File: src/rtl/uart_rx_control.sv
// uart_rx_control: 8N1 UART receiver with its own baud timing.
// Frames are MSB first. Each byte is sampled at mid-bit and reported
// with a one-cycle done strobe. A low stop bit gives a one-cycle error strobe.
module uart_rx_control #(
    parameter int unsigned CLKS_PER_BIT = 868
) (
    input  logic       clk,
    input  logic       rst,
    input  logic       rx_in,
    output logic [7:0] rx_data,
    output logic       rx_done_signal,
    output logic       rx_frame_error,
    output logic       rx_busy
);

    localparam int unsigned HALF_BIT = CLKS_PER_BIT / 2;
    localparam logic [15:0] HalfLast = 16'(HALF_BIT - 1);
    localparam logic [15:0] BitLast  = 16'(CLKS_PER_BIT - 1);

    typedef enum logic [1:0] {
        StIdle,
        StStartBit,
        StDataBit,
        StStopBit
    } state_e;

    state_e      state_q, state_d;
    logic [15:0] cnt_q, cnt_d;
    logic [2:0]  bit_idx_q, bit_idx_d;
    logic [7:0]  shift_q, shift_d;
    logic [7:0]  data_q, data_d;
    logic        done_q, done_d;
    logic        err_q, err_d;

    logic rx_meta, rx_s, rx_s_d;
    logic start_edge;

    // Two-flop synchroniser plus one delay stage for falling-edge detection
    always_ff @(posedge clk or posedge rst) begin
        if (rst) begin
            rx_meta <= 1'b1;
            rx_s    <= 1'b1;
            rx_s_d  <= 1'b1;
        end else begin
            rx_meta <= rx_in;
            rx_s    <= rx_meta;
            rx_s_d  <= rx_s;
        end
    end

    // A held-low line never looks like a new start; only a fresh 1->0 does
    assign start_edge = !rx_s && rx_s_d;

    // State and datapath registers
    always_ff @(posedge clk or posedge rst) begin
        if (rst) begin
            state_q   <= StIdle;
            cnt_q     <= 16'd0;
            bit_idx_q <= 3'd0;
            shift_q   <= 8'h00;
            data_q    <= 8'h00;
            done_q    <= 1'b0;
            err_q     <= 1'b0;
        end else begin
            state_q   <= state_d;
            cnt_q     <= cnt_d;
            bit_idx_q <= bit_idx_d;
            shift_q   <= shift_d;
            data_q    <= data_d;
            done_q    <= done_d;
            err_q     <= err_d;
        end
    end

    // Next-state, bit timing and sampling
    always_comb begin
        state_d   = state_q;
        cnt_d     = cnt_q;
        bit_idx_d = bit_idx_q;
        shift_d   = shift_q;
        data_d    = data_q;
        done_d    = 1'b0;
        err_d     = 1'b0;

        case (state_q)
            StIdle: begin
                cnt_d = 16'd0;
                if (start_edge) begin
                    state_d = StStartBit;
                end
            end

            StStartBit: begin
                if (cnt_q == HalfLast) begin
                    cnt_d = 16'd0;
                    if (rx_s) begin
                        // Start bit gone by mid-bit: treat as a glitch
                        state_d = StIdle;
                    end else begin
                        bit_idx_d = 3'd0;
                        state_d   = StDataBit;
                    end
                end else begin
                    cnt_d = cnt_q + 16'd1;
                end
            end

            StDataBit: begin
                if (cnt_q == BitLast) begin
                    cnt_d   = 16'd0;
                    shift_d = {shift_q[6:0], rx_s};
                    if (bit_idx_q == 3'd7) begin
                        state_d = StStopBit;
                    end else begin
                        bit_idx_d = bit_idx_q + 3'd1;
                    end
                end else begin
                    cnt_d = cnt_q + 16'd1;
                end
            end

            StStopBit: begin
                if (cnt_q == BitLast) begin
                    // Leave in mid stop bit so a back-to-back start edge is caught
                    cnt_d   = 16'd0;
                    state_d = StIdle;
                    if (rx_s) begin
                        data_d = shift_q;
                        done_d = 1'b1;
                    end else begin
                        err_d = 1'b1;
                    end
                end else begin
                    cnt_d = cnt_q + 16'd1;
                end
            end

            default: begin
                state_d = StIdle;
                cnt_d   = 16'd0;
            end
        endcase
    end

    assign rx_data        = data_q;
    assign rx_done_signal = done_q;
    assign rx_frame_error = err_q;
    assign rx_busy        = (state_q != StIdle);

endmodule

File: config.mk
export PLATFORM = sky130hd
export DESIGN_NAME = uart_rx_control
export DESIGN_NICKNAME = d
export VERILOG_FILES = /design/src/rtl/uart_rx_control.sv
export SDC_FILE = /design/constraint.sdc
export NUM_CORES = 1
export LEC_CHECK = 0
export BUFFER_PORTS_ARGS = -buffer_cell sky130_fd_sc_hd__buf_2
export CAP_MARGIN = 5
export CORE_MARGIN = 1
export CORE_UTILIZATION = 50
export DETAILED_ROUTE_END_ITERATION = 10
export PLACE_DENSITY = 0.78
export SYNTH_ARGS = -nofsm -noshare
export SYNTH_HDL_FRONTEND = slang
export SYNTH_SLANG_ARGS = --single-unit
File: constraint.sdc
create_clock -name clk -period 5 [get_ports clk]
set_input_delay 0.25 -clock clk [delete_from_list [all_inputs] [get_ports clk]]
set_output_delay 0.25 -clock clk [all_outputs]
set_load 0.03 [all_outputs]
Word-level counts from Yosys, hierarchy flattened
Cells that the tools add are included.
{"block": "word_totals", "ff_bits": 42, "inputBits": 3, "out_inout_bits": 11, "word_cells": 56}
{"block": "classes", "n_addsub": 2, "eq_ne": 13, "n_mux": 21, "n_reduce_logical": 10}
{"op": "case mux 16 bit (3 select lines)", "n": 1}
{"op": "two-way mux 16 bit", "n": 2}
{"op": "adder 16 x 1 -> 16 bit, second input constant", "n": 1}
{"op": "equality test 16 x 10 -> 1 bit, second input constant", "n": 1}
{"op": "equality test 16 x 9 -> 1 bit, second input constant", "n": 1}
{"op": "!= test 2 bit, second input constant", "n": 7}
{"op": "two-way mux 2 bit", "n": 6}
{"op": "two-way mux 3 bit", "n": 4}
{"op": "AND reduction 5 bit", "n": 2}
{"op": "case mux 2 bit (4 select lines)", "n": 1}
{"op": "two-way mux 1 bit", "n": 6}
{"op": "case mux 3 bit (2 select lines)", "n": 1}
{"op": "equality test 2 bit, second input constant", "n": 2}
{"op": "nonzero test 2 bit", "n": 2}
{"op": "adder 3 x 1 -> 3 bit, second input constant", "n": 1}
{"op": "equality test 3 bit, second input constant", "n": 1}
{"op": "AND reduction 3 bit", "n": 1}
{"op": "equality test 2 x 1 -> 1 bit, second input constant", "n": 1}
{"op": "logical NOT 2 bit", "n": 1}
{"op": "AND reduction 2 bit", "n": 1}
{"op": "OR reduction 2 bit", "n": 1}
{"op": "logical AND 1 bit", "n": 1}
{"op": "logical NOT 1 bit", "n": 1}

Logic depth before layout (Yosys ltp)
{"block": "depth", "ltp_word": 4, "ltp_mapped": 7, "ltp_nobuf": 6}

Worst setup path after synthesis
Ideal clock, no wire load.
{"block": "synth_path", "kind": "reg-to-reg", "startpoint": "register cnt_q[12]", "endpoint": "register state_q[0]", "setup_ns": 0.128, "arrival_ns": 1.604, "required_ns": 4.872, "path_slack_ns": 3.268, "stages_incl_launch_ff": 5, "n_path_buf": 0, "period_less_slack_ns": 1.732, "path_cell_list": "dfrtp_1 > nor4_4 > and4bb_2 > a2bb2oi_4 > mux2_1"}
{"block": "synth_via", "elab_chain_len": 3, "word_cells_on_any_way": 6, "cone_classes": "eq/ne (5); reduce/logical (1)"}
{"item": "from (decl)", "line": "28", "rtl": "logic [15:0] cnt_q, cnt_d;"}
{"item": "from (signal assigned)", "line": "66", "rtl": "cnt_q <= cnt_d;"}
{"item": "equality test 16 x 10 -> 1 bit or equality test 16 x 9 -> 1 bit (tied branches)", "line": "109, 123, 94"}
{"item": "!= test 2 bit (no source line)"}
{"item": "AND reduction 5 bit (no source line) *"}
{"item": "to (signal assigned)", "line": "57", "rtl": "state_q <= StIdle;"}
{"item": "to (signal assigned)", "line": "65", "rtl": "state_q <= state_d;"}
{"item": "to (decl)", "line": "27", "rtl": "state_e state_q, state_d;"}
Every way passes the cells marked *; elsewhere a longest branch is shown, timed or not.
A chain may end at the register's enable or synchronous reset.

Final worst setup path
Ends and elaborated chain as after synthesis.

==> results.py <==
metrics = {
    "finish": {
        "n_antenna_cell": 0,
        "drive_gt1_frac": 0.270,
        "final_cell_mix": "39 x dfrtp_1, 19 x nor2_1, 14 x mux2_2, 13 x buf_2, 9 x inv_1",
        "final_common_cell": "dfrtp_1",
        "area_growth_pct": 9.36,
        "finalNetCount": 191,
        "post-route-util": 0.585,
    },
    "floorplan": {
        "die-area_um2": 4290,
        "ios": 14,
        "die_y_um": 65.5,
        "start_util": 0.535,
        "row_count": 22,
        "fp.dieW_um": 65.5,
        "fp.coreArea_um2": 3770,
    },
    "route": {
        "drcViolationCount": 0,
        "via_per_inst": 5.69,
        "postRouteAntennaNets": 0,
        "first_iter_violations": 87,
        "vias": 1325,
        "dr.pass1.iters": 5,
        "wirelength_um": 3770,
        "wl_per_cell_um": 16.2,
    },
    "setup_path": {
        "crit_path_end_kind": "flip-flop",
        "critPathLaunch": "cnt_q[12]",
        "required_ns": 5.18,
        "crit_type": "reg2reg",
        "startpoint_type": "flip-flop",
        "regToRegSetupSlack_ns": 2.90,
        "arrival_ns": 2.28,
        "path_max_fanout": 17,
        "rr_startpoint": "cnt_q[12]",
    },
    "power_and_ir_drop": {
        "seq_power_share": 0.575,
        "power.leakage_nw": 1.03,
        "power.density_nw_per_um2": 276,
        "p_int_uw": 456,
        "switching_share": 0.253,
        "power_frac_comb": 0.041,
        "vdd_drop_max_mv": 0.223,
        "p_clk_frac": 0.384,
        "switchingPower_uw": 154,
    },
    "timing": {
        "fin_tns_setup_ns": 0,
        "rsz0062_at_grt": "no",
        "max_slew_margin": 0.655,
        "hold_viol": 0,
        "holdWs_ns": 0.0402,
        "worstMarginPinSlew_ns": 0.518,
        "skew_ns": 0.00529,
        "setup_viol": 0,
        "maxSlewViolCount": 0,
        "fmax_mhz": 477,
        "layout_min_cycle_time_ns": 2.10,
        "fin_crit_sh": 0.419,
    },
    "yosys": {
        "synth_cells": 170,
        "yosysWarnings": 0,
        "synth_area_um2": 2020,
        "synthTopCellsByArea": "dfrtp_1 48%, mux2_2 7.8%, dfstp_2 3.9%, nor2_1 3.5%, xor2_1 2.6%",
        "yosysTopAreaCell": "dfrtp_1",
        "syn-num-nets": 177,
        "ys_seq_area_frac": 0.523,
        "synth-seq-cells": 42,
        "synth_top_area_frac": 0.484,
        "syn_area_per_cell_um2": 11.9,
        "synth.distinct_cells": 45,
    },
    "global_route": {
        "antenna_found_initial": 0,
        "grt_usage": 0.196,
        "first_global_vias": 1298,
        "grt_pass1_wl_um": 6200,
        "grt_max_degree": 43,
        "overflow": 0,
    },
    "clock_network": {
        "path_clk_slew_ns": 0.09,
        "htreeDepth": 2,
        "cts_setup_buffers": 0,
        "clk_latency_ns": 0.30,
        "clk_path_buf_depth": 2,
        "root_buffer": "clkbuf_8",
        "hold_buffers": 0,
        "cts_resized": 0,
        "cts_tree": "done",
        "cts_num_sinks": 42,
        "cts_buffers": 5,
    },
    "placed_design": {
        "port_buffers": 13,
        "gp_congestion": 0.867,
        "dp_hpwl_um": 2590,
    },
    "run": {
        "maxCapViolations": 0,
    },
    "outcome": {
        "status": "finished, final reports clean",
    },
    "min_path": {
        "hold_start": "rx_in",
        "hold_class": "in2reg",
    },
}
## worst paths after layout
kind / depth (start not counted) / to
max in group asynchronous: 3 / rx_s_d
setup reg to reg: 4 / state_q[0]
hold reg to reg: 0 / rx_s
hold / removal: 1 / rx_meta
setup / recovery: 4 / state_q[0]
min in group asynchronous: 3 / shift_q[1]
## state kept, by name, summed over array words and instances, names as in the netlist, named ones only
signal          count
cnt_q              16
rx_done_signal      1
rx_s_d              1
rx_s                1
bit_idx_q           3
rx_meta             1
rx_data             8
state_q             1
shift_q             8
rx_frame_error      1
## layer usage
layer,vias to the layer above,track usage,share of wire
met5,-,0,0
met4,0,0.0897,0.019
met3,9,0.0469,0.029
met2,26,0.323,0.50
met1,658,0.240,0.45
li1,632,-,-
## critical path, stage by stage, from the launching register on
cell and delay, ns:
dfrtp_1 0.47, nor4_4 0.40, and4bb_2 0.35, a2bb2oi_4 0.39
mux2_1 0.37
## cell usage after synthesis (all sizes together)
| cell | n |
|---|---|
| mux2 | 17 |
| a22oi | 1 |
| inv | 9 |
| o21ba | 1 |
| clkbuf | 1 |
| or3 | 2 |
| xor2 | 6 |
| a21oi | 3 |
| dfrtp | 39 |
| buf | 6 |
| dfstp | 3 |
| and3 | 2 |
| o21ai | 3 |
| o21bai | 1 |
| nor2b | 1 |
| xnor2 | 5 |
| nand3 | 6 |
| o22ai | 1 |
| nand3b | 2 |
| nor3 | 3 |
| and4b | 2 |
| mux2i | 1 |
| nor4bb | 1 |
| nand4 | 9 |
| a2bb2oi | 1 |
| and4 | 3 |
| and4bb | 1 |
| or3b | 1 |
| nor2 | 20 |
| o32ai | 1 |
| nand4b | 2 |
| and2 | 1 |
| nor3b | 1 |
| nor4 | 4 |
| o31ai | 1 |
| nand2 | 4 |
| ha | 4 |
| a21boi | 1 |
## through the flow
stage	instance area (µm²)	power [mW]	worst slack (ns)	cells
floorplan	2020	0.376	3.27	170
global placement	2110	0.381	3.02	225
detailed placement	2110	0.383	2.93	225
CTS	2210	0.618	2.90	233
global route	2210	0.632	2.78	233
finish	2210	0.610	2.90	233
## kinds of logic (layout without fill, tap and decap cells)
group | Yosys count | in the layout | synth area share
simple gates | 65 | 65 | 0.209
compound gates | 14 | 14 | 0.0552
xor+xnor | 11 | 11 | 0.0477
flops | 42 | 42 | 0.523
fa+ha+maj | 4 | 4 | 0.0248
mux | 18 | 18 | 0.104
buf+inv | 16 | 31 | 0.0372
## area by class of cell
cell class                 instances  area (µm²)
tap                               48        60.1
timing repair buffer              14        72.6
clock buffer                       5        68.8
sequential                        42        1050
inverter                           9        33.8
fill                             314        1560
multi-input combinational        112         888
clock inverter                     3        28.8
## power groups by stage
stage	combinational [mW]	clock [mW]	sequential [mW]
4_1_cts	0.0260	0.242	0.351
5_1_grt	0.0286	0.252	0.351
6_report	0.0252	0.234	0.351
3_5_place_dp	0.0258	0	0.357
2_1_floorplan	0.0227	0	0.353
3_3_place_gp	0.0241	0	0.356
No activity file was read; power rests on OpenSTA's default activity.
